### config.mk
export PLATFORM = sky130hd
export DESIGN_NAME = strobe_gen_flat
export DESIGN_NICKNAME = d
export VERILOG_FILES = /design/src/rtl/strobe_gen_pkg.sv /design/src/rtl/strobe_gen_if.sv /design/src/rtl/strobe_gen_ch.sv /design/src/rtl/strobe_gen.sv /design/src/flat_wrapper.sv
export SDC_FILE = /design/constraint.sdc
export NUM_CORES = 1
export LEC_CHECK = 0
export CORE_MARGIN = 4
export CORE_UTILIZATION = 49
export CTS_CLUSTER_SIZE = 8
export DETAILED_ROUTE_END_ITERATION = 10
export PLACE_DENSITY = 0.86
export REMOVE_ABC_BUFFERS = 1
export SLEW_MARGIN = 20
export SYNTH_ARGS = -nofsm -noshare
export SYNTH_HDL_FRONTEND = slang
export SYNTH_SLANG_ARGS = --single-unit
### constraint.sdc
create_clock -name clk -period 3.4 [get_ports clk]
set_clock_uncertainty 0.1 [all_clocks]
set_input_delay 0.68 -clock clk [delete_from_list [all_inputs] [get_ports clk]]
set_output_delay 0.68 -clock clk [all_outputs]
set_load 0.01 [all_outputs]
### src/rtl/strobe_gen_pkg.sv
// Shared types and default widths for the multi-channel strobe generator.
package strobe_gen_pkg;

    localparam int unsigned NB_PERIOD_DEF = 8;
    localparam int unsigned N_CH_DEF      = 4;
    localparam int unsigned N_DEFAULT_DEF = 4;
    localparam int unsigned NB_FRAME_DEF  = 16;

    // Run-control FSM encoding
    typedef enum logic [1:0] {
        ST_IDLE = 2'd0,
        ST_RUN  = 2'd1,
        ST_HOLD = 2'd2
    } state_e;

endpackage

### src/rtl/strobe_gen_if.sv
// Control/strobe bundle between the top-level sequencer and strobe_gen.
// Optional frame counter output is present when STROBE_GEN_FRAME_CNT_EN is defined.
interface strobe_gen_if
    import strobe_gen_pkg::*;
#(
    parameter int unsigned NB_PERIOD = NB_PERIOD_DEF,
    parameter int unsigned N_CH      = N_CH_DEF,
    parameter int unsigned NB_FRAME  = NB_FRAME_DEF
) ();

    logic                      i_enable;
    logic                      i_sync;
    logic [NB_PERIOD-1:0]      i_period;
    logic                      i_period_load;
    logic [N_CH*NB_PERIOD-1:0] i_phase;
    logic [N_CH-1:0]           o_valid;
    logic                      o_busy;
    logic                      o_err;
`ifdef STROBE_GEN_FRAME_CNT_EN
    logic [NB_FRAME-1:0]       o_frame;
`endif

    modport master (
        output i_enable, i_sync, i_period, i_period_load, i_phase,
`ifdef STROBE_GEN_FRAME_CNT_EN
        input  o_frame,
`endif
        input  o_valid, o_busy, o_err
    );

    modport slave (
        input  i_enable, i_sync, i_period, i_period_load, i_phase,
`ifdef STROBE_GEN_FRAME_CNT_EN
        output o_frame,
`endif
        output o_valid, o_busy, o_err
    );

endinterface

### src/rtl/strobe_gen_ch.sv
// One strobe channel: compares the shared counter with this channel's phase
// and registers the result, giving a one-cycle strobe one clock later.
module strobe_gen_ch #(
    parameter int unsigned NB_PERIOD = 8
) (
    input  logic                 clk,
    input  logic                 i_rst,
    input  logic                 i_run,
    input  logic [NB_PERIOD-1:0] i_count,
    input  logic [NB_PERIOD-1:0] i_phase,
    output logic                 o_valid
);

    logic valid_q;

    // Registered phase match; a phase the counter never reaches stays silent
    always_ff @(posedge clk) begin
        if (i_rst) begin
            valid_q <= 1'b0;
        end else begin
            valid_q <= i_run && (i_count == i_phase);
        end
    end

    assign o_valid = valid_q;

endmodule

### src/rtl/strobe_gen.sv
// Multi-channel phase-offset strobe generator with a shared modulo counter.
// Period is shadow-loaded and applied at counter wrap or on resync.
// Define STROBE_GEN_FRAME_CNT_EN to add the o_frame wrap counter.
module strobe_gen
    import strobe_gen_pkg::*;
#(
    parameter int unsigned NB_PERIOD = NB_PERIOD_DEF,
    parameter int unsigned N_CH      = N_CH_DEF,
    parameter int unsigned N_DEFAULT = N_DEFAULT_DEF,
    parameter int unsigned NB_FRAME  = NB_FRAME_DEF
) (
    input logic         clk,
    input logic         i_rst,
    strobe_gen_if.slave bus
);

    localparam logic [NB_PERIOD-1:0] PERIOD_RST = NB_PERIOD'(N_DEFAULT);
    localparam logic [NB_PERIOD-1:0] ONE        = NB_PERIOD'(1);

    state_e               state_q, state_d;
    logic [NB_PERIOD-1:0] cnt_q, cnt_d;
    logic [NB_PERIOD-1:0] period_q, period_d;
    logic [NB_PERIOD-1:0] shadow_q, shadow_d;
    logic                 pend_q, pend_d;
    logic                 busy_q;
    logic                 err_q;
    logic                 run;
    logic                 wrap;
    logic                 load_ok;
    logic                 strobe_en;
    logic [N_CH-1:0]      valid;

    assign run       = (state_q == ST_RUN);
    assign wrap      = run && !bus.i_sync && (cnt_q == period_q - ONE);
    assign load_ok   = bus.i_period_load && (bus.i_period != '0);
    // The resync cycle itself never produces a strobe
    assign strobe_en = run && !bus.i_sync;

    // FSM next state: enable starts/resumes, dropping it holds
    always_comb begin
        state_d = state_q;
        unique case (state_q)
            ST_IDLE: if (bus.i_enable)  state_d = ST_RUN;
            ST_RUN:  if (!bus.i_enable) state_d = ST_HOLD;
            ST_HOLD: if (bus.i_enable)  state_d = ST_RUN;
            default: state_d = ST_IDLE;
        endcase
    end

    // Counter and period shadowing; sync beats wrap beats increment
    always_comb begin
        cnt_d    = cnt_q;
        period_d = period_q;
        shadow_d = shadow_q;
        pend_d   = pend_q;
        if (bus.i_sync) begin
            cnt_d = '0;
            if (pend_q) begin
                period_d = shadow_q;
                pend_d   = 1'b0;
            end
        end else if (run) begin
            if (wrap) begin
                cnt_d = '0;
                if (pend_q) begin
                    period_d = shadow_q;
                    pend_d   = 1'b0;
                end
            end else begin
                cnt_d = cnt_q + ONE;
            end
        end
        // A load coinciding with an apply only reaches the shadow
        if (load_ok) begin
            shadow_d = bus.i_period;
            pend_d   = 1'b1;
        end
    end

    // State registers with synchronous reset
    always_ff @(posedge clk) begin
        if (i_rst) begin
            state_q  <= ST_IDLE;
            cnt_q    <= '0;
            period_q <= PERIOD_RST;
            shadow_q <= PERIOD_RST;
            pend_q   <= 1'b0;
            busy_q   <= 1'b0;
            err_q    <= 1'b0;
        end else begin
            state_q  <= state_d;
            cnt_q    <= cnt_d;
            period_q <= period_d;
            shadow_q <= shadow_d;
            pend_q   <= pend_d;
            busy_q   <= (state_d == ST_RUN);
            err_q    <= bus.i_period_load && (bus.i_period == '0);
        end
    end

    for (genvar k = 0; k < N_CH; k++) begin : g_ch
        strobe_gen_ch #(
            .NB_PERIOD (NB_PERIOD)
        ) u_ch (
            .clk     (clk),
            .i_rst   (i_rst),
            .i_run   (strobe_en),
            .i_count (cnt_q),
            .i_phase (bus.i_phase[k*NB_PERIOD +: NB_PERIOD]),
            .o_valid (valid[k])
        );
    end

    assign bus.o_valid = valid;
    assign bus.o_busy  = busy_q;
    assign bus.o_err   = err_q;

`ifdef STROBE_GEN_FRAME_CNT_EN
    logic [NB_FRAME-1:0] frame_q;

    // Frame counter: counts RUN wraps, cleared by reset and resync
    always_ff @(posedge clk) begin
        if (i_rst || bus.i_sync) begin
            frame_q <= '0;
        end else if (wrap) begin
            frame_q <= frame_q + NB_FRAME'(1);
        end
    end

    assign bus.o_frame = frame_q;
`endif

endmodule

### src/flat_wrapper.sv
// flat-port wrapper written by rule: the top's interface ports become plain ports
module strobe_gen_flat import strobe_gen_pkg::*;
#(
    parameter int unsigned NB_PERIOD = NB_PERIOD_DEF,
    parameter int unsigned N_CH      = N_CH_DEF,
    parameter int unsigned N_DEFAULT = N_DEFAULT_DEF,
    parameter int unsigned NB_FRAME  = NB_FRAME_DEF
)
  (clk, i_rst, bus_i_enable, bus_i_sync, bus_i_period, bus_i_period_load, bus_i_phase, bus_o_valid, bus_o_busy, bus_o_err);
  strobe_gen_if #(.NB_PERIOD(NB_PERIOD), .N_CH(N_CH), .NB_FRAME(NB_FRAME)) bus_i ();
  input logic clk;
  input logic i_rst;
  input wire logic [$bits(bus_i.i_enable)-1:0] bus_i_enable;
  input wire logic [$bits(bus_i.i_sync)-1:0] bus_i_sync;
  input wire logic [$bits(bus_i.i_period)-1:0] bus_i_period;
  input wire logic [$bits(bus_i.i_period_load)-1:0] bus_i_period_load;
  input wire logic [$bits(bus_i.i_phase)-1:0] bus_i_phase;
  output wire logic [$bits(bus_i.o_valid)-1:0] bus_o_valid;
  output wire logic [$bits(bus_i.o_busy)-1:0] bus_o_busy;
  output wire logic [$bits(bus_i.o_err)-1:0] bus_o_err;
  assign bus_i.i_enable = bus_i_enable;
  assign bus_i.i_sync = bus_i_sync;
  assign bus_i.i_period = bus_i_period;
  assign bus_i.i_period_load = bus_i_period_load;
  assign bus_i.i_phase = bus_i_phase;
  assign bus_o_valid = bus_i.o_valid;
  assign bus_o_busy = bus_i.o_busy;
  assign bus_o_err = bus_i.o_err;
  strobe_gen #(.NB_PERIOD(NB_PERIOD), .N_CH(N_CH), .N_DEFAULT(N_DEFAULT), .NB_FRAME(NB_FRAME)) u_core (.clk(clk), .i_rst(i_rst), .bus(bus_i));
endmodule
==> key figures <==
Outcome
  • Outcome: finished, final reports clean

Critical path
  • CP Data Required Time: between 3 and 4 ns
  • Slowest stage delay, CP: around 0.44 ns
  • Worst-path maximum fanout: 8
  • CP bufs+invs: 1
  • Setup CP Type: reg2reg
  • Crit-path cells: inv_1 -> ha_1 -> o21bai_1 -> a2111oi_2 -> a311oi_2 -> a2111oi_4 -> or3_1 -> nor2_2
  • CP max-delay cell: dfxtp_1
  • Arrival @ worst endpoint: 2.75 ns
  • CP Launch Type: flip-flop
  • Crit end category: flip-flop
  • Delay-heaviest family, CP: compound AO/OA/AOI/OAI gates

GRT
  • First-pass GRT wire length: 7.57 mm
  • Total GRT Usage: 18.2%
  • Vias in the first global route: 1,623
  • Initial antenna violation count: 0
  • GRT Residual Overflow: 0
  • Largest net degree at the start of global routing: 28

Clock tree
  • Setup bufs post-CTS: 0
  • Worst-Skew Late Latency: 0.29 ns
  • Clk slew on worst S/H paths: roughly 0.070 ns
  • Gates resized, CTS repair: 0
  • Root buf cell: clkbuf_8
  • Htree depth: 2
  • CTS tree: done
  • CTS Buf Count: 5
  • Clk buf depth: 2
  • Hold_buf cts: 0
  • Clock sinks: 33

Route
  • Final ANT Viol Nets: 0
  • Vias: 1,619
  • Pre-antenna DRT Iters: 4
  • Wire per inst: 14.1 microns
  • DRT Wirelength: 4.42 mm
  • Initial DRC count: 40
  • Number of vias per cell: 5.16
  • DRC violation count after routing: 0

Yosys
  • Yosys top cell area share: 32.5%
  • Ys flop type: dfxtp_1
  • Synth area leaders: dfxtp_1 33%, xnor2_1 14%, xor2_1 7.3%
  • Post-synth cell types: 42
  • Synthesized area: between 0.002 and 0.0025 sq mm
  • Largest area contributor in the netlist: dfxtp_1
  • EDFF count, synth: 0
  • Post-synth ARST share: 0%
  • Syn_area_per_cell: 9.07 sq um
  • Most instantiated library cell after synthesis: dfxtp_1
  • Synth Instances: between 200 and 250
  • Synth cell count leaders: 33 x dfxtp_1, 32 x xnor2_1, 19 x nand2_1
  • Syn. warnings: 0
  • #FFs+latches synth: 33
  • Post-synthesis sequential area ratio: 32.5%

STA
  • RSZ-0062 raised after global routing: no
  • Max Fclk: ~370 MHz
  • Final setup fails: 0
  • Tcrit/Tclk final: 78.7%
  • Setup TNS: 0 ns
  • Max_slew headroom: around 65%
  • Final hold violation count: 0
  • Slew Limit Fails: 0
  • Tightest Pin Transition: 0.523 ns
  • Min cycle time layout: about 2.7 ns

Final layout
  • Final nets: 310
  • Filler Cell Count: 345
  • Non-Filler Instances: roughly 310
  • Layout cells sized above 1: 8.33%
  • Core Util, Final: 64.8%
  • Synth-to-Final Area Change: 27.6%
  • Design area: 0.00259 sq mm
  • N_diodes: 0

Die
  • DIE WIDTH: 72.4 microns
  • Die ar.: 0.00524 sq mm
  • Row cnt: 23
  • Core box area: 0.00400 sq mm
  • I/O pin total: slightly above 50
  • Starting Density: between 50% and 60%
  • Die H: 72.4 microns

Flow run
  • Max-cap viol count: 0

Pwr
  • PD cells: 354 mW/mm^2
  • Leakage: a little over 0.9 nW
  • Power, Total: 0.000917 W
  • Peak supply drop: ~0.3 mV

Placed design
  • Routability Congestion: 0.803
  • PortBufs: 50
  • Placed cell areas: 0.00247 sq mm
  • Post-Place Cells: between 300 and 400
  • HPWL Detailed: roughly 3.3 mm

Min path
  • Tightest Hold Check Type: reg2reg
[cells in the final DEF (no fill, tap or decap), drive strengths merged, types with 2 or more instances in the layout]
cell type and count:
clkdlybuf4s50 50, dfxtp 33, xnor2 32, nand2 19
xor2 17, nand2b 15, nor2 13, nand3 8
mux2i 8, a21oi 7, nand4 7, nor4 7
clkbuf 7, inv 5, nor3 5, a211oi 4
nand3b 3, or2b 2, ha 2, o21ai 2
a2111oi 2
[cell type report]
type / instances / area [sq um] / share of cell area [%]
well taps: 50 / 62.6 / 2.41
multi-input cells: 167 / 1220 / 47.3
clock inverters: 1 / 30.0 / 1.16
inverters: 5 / 18.8 / 0.724
repair buffers: 51 / 508 / 19.6
flip-flops and latches: 33 / 661 / 25.5
clock buffers: 7 / 86.3 / 3.33
[state kept, by name, summed over array words and instances (netlist names)]
signal,cells
u_core.period_q,8
u_core.bus.o_busy,1
u_core.shadow_q,8
u_core.pend_q,1
u_core.g_ch.u_ch.o_valid,4
u_core.cnt_q,8
u_core.state_q,2
u_core.bus.o_err,1
[report_power, final]
| group | switching [W] | internal [W] | total [W] | leakage [nW] |
|---|---|---|---|---|
| clock network | 0.000142 | 0.000239 | 0.000381 | 0.0585 |
| registers | 0.0000103 | 0.000397 | 0.000407 | 0.269 |
| logic | 0.0000486 | 0.0000803 | 0.000129 | 0.603 |
| total | 0.000201 | 0.000716 | 0.000917 | 0.930 |
[path summary, 6_finish.rpt]
kind                       from  cells after the start                 end  slack (ns)
min          u_core.shadow_q[7]                      2  u_core.shadow_q[7]        0.36
max reg2reg  u_core.period_q[0]                      8     u_core.cnt_q[2]        0.72
min reg2reg  u_core.shadow_q[7]                      2  u_core.shadow_q[7]        0.36
max          u_core.period_q[0]                      8     u_core.cnt_q[2]        0.72
[tightest hold or removal path, delay by kind of cell (launching register included)]
kind / cells / cell delay (ns)
flip-flops: 1 / 0.31
AND/OR/NAND/NOR: 1 / 0.05
AO/OA/AOI/OAI: 1 / 0.05
[metal layers]
layer | routed length [microns] | global-route usage [%] | up-vias
met5 | 0 | 0 | -
met4 | 38 | 5.53 | 0
met3 | 290 | 4.16 | 4
met2 | 2060 | 31.7 | 50
met1 | 2030 | 22.4 | 729
li1 | - | - | 836
[metrics by stage]
stage / hold WS, ns / worst slack, ns
detailed placement: 0.349 / 0.558
global placement: 0.343 / 0.655
finish: 0.356 / 0.723
floorplan: 0.331 / 0.946
global route: 0.377 / 0.529
CTS: 0.358 / 0.703
[cell families after synthesis]
family	after synthesis	synth area share (%)
DFF	33	32.5
adders and majority gates	2	1.23
buffers and inverters	24	7.15
xor gates and xnor gates	49	21.1
and+or+nand+nor	85	23.8
AOI/OAI and AO/OA	23	10.2
muxes	8	3.94
(Power assumes the default switching activity.)
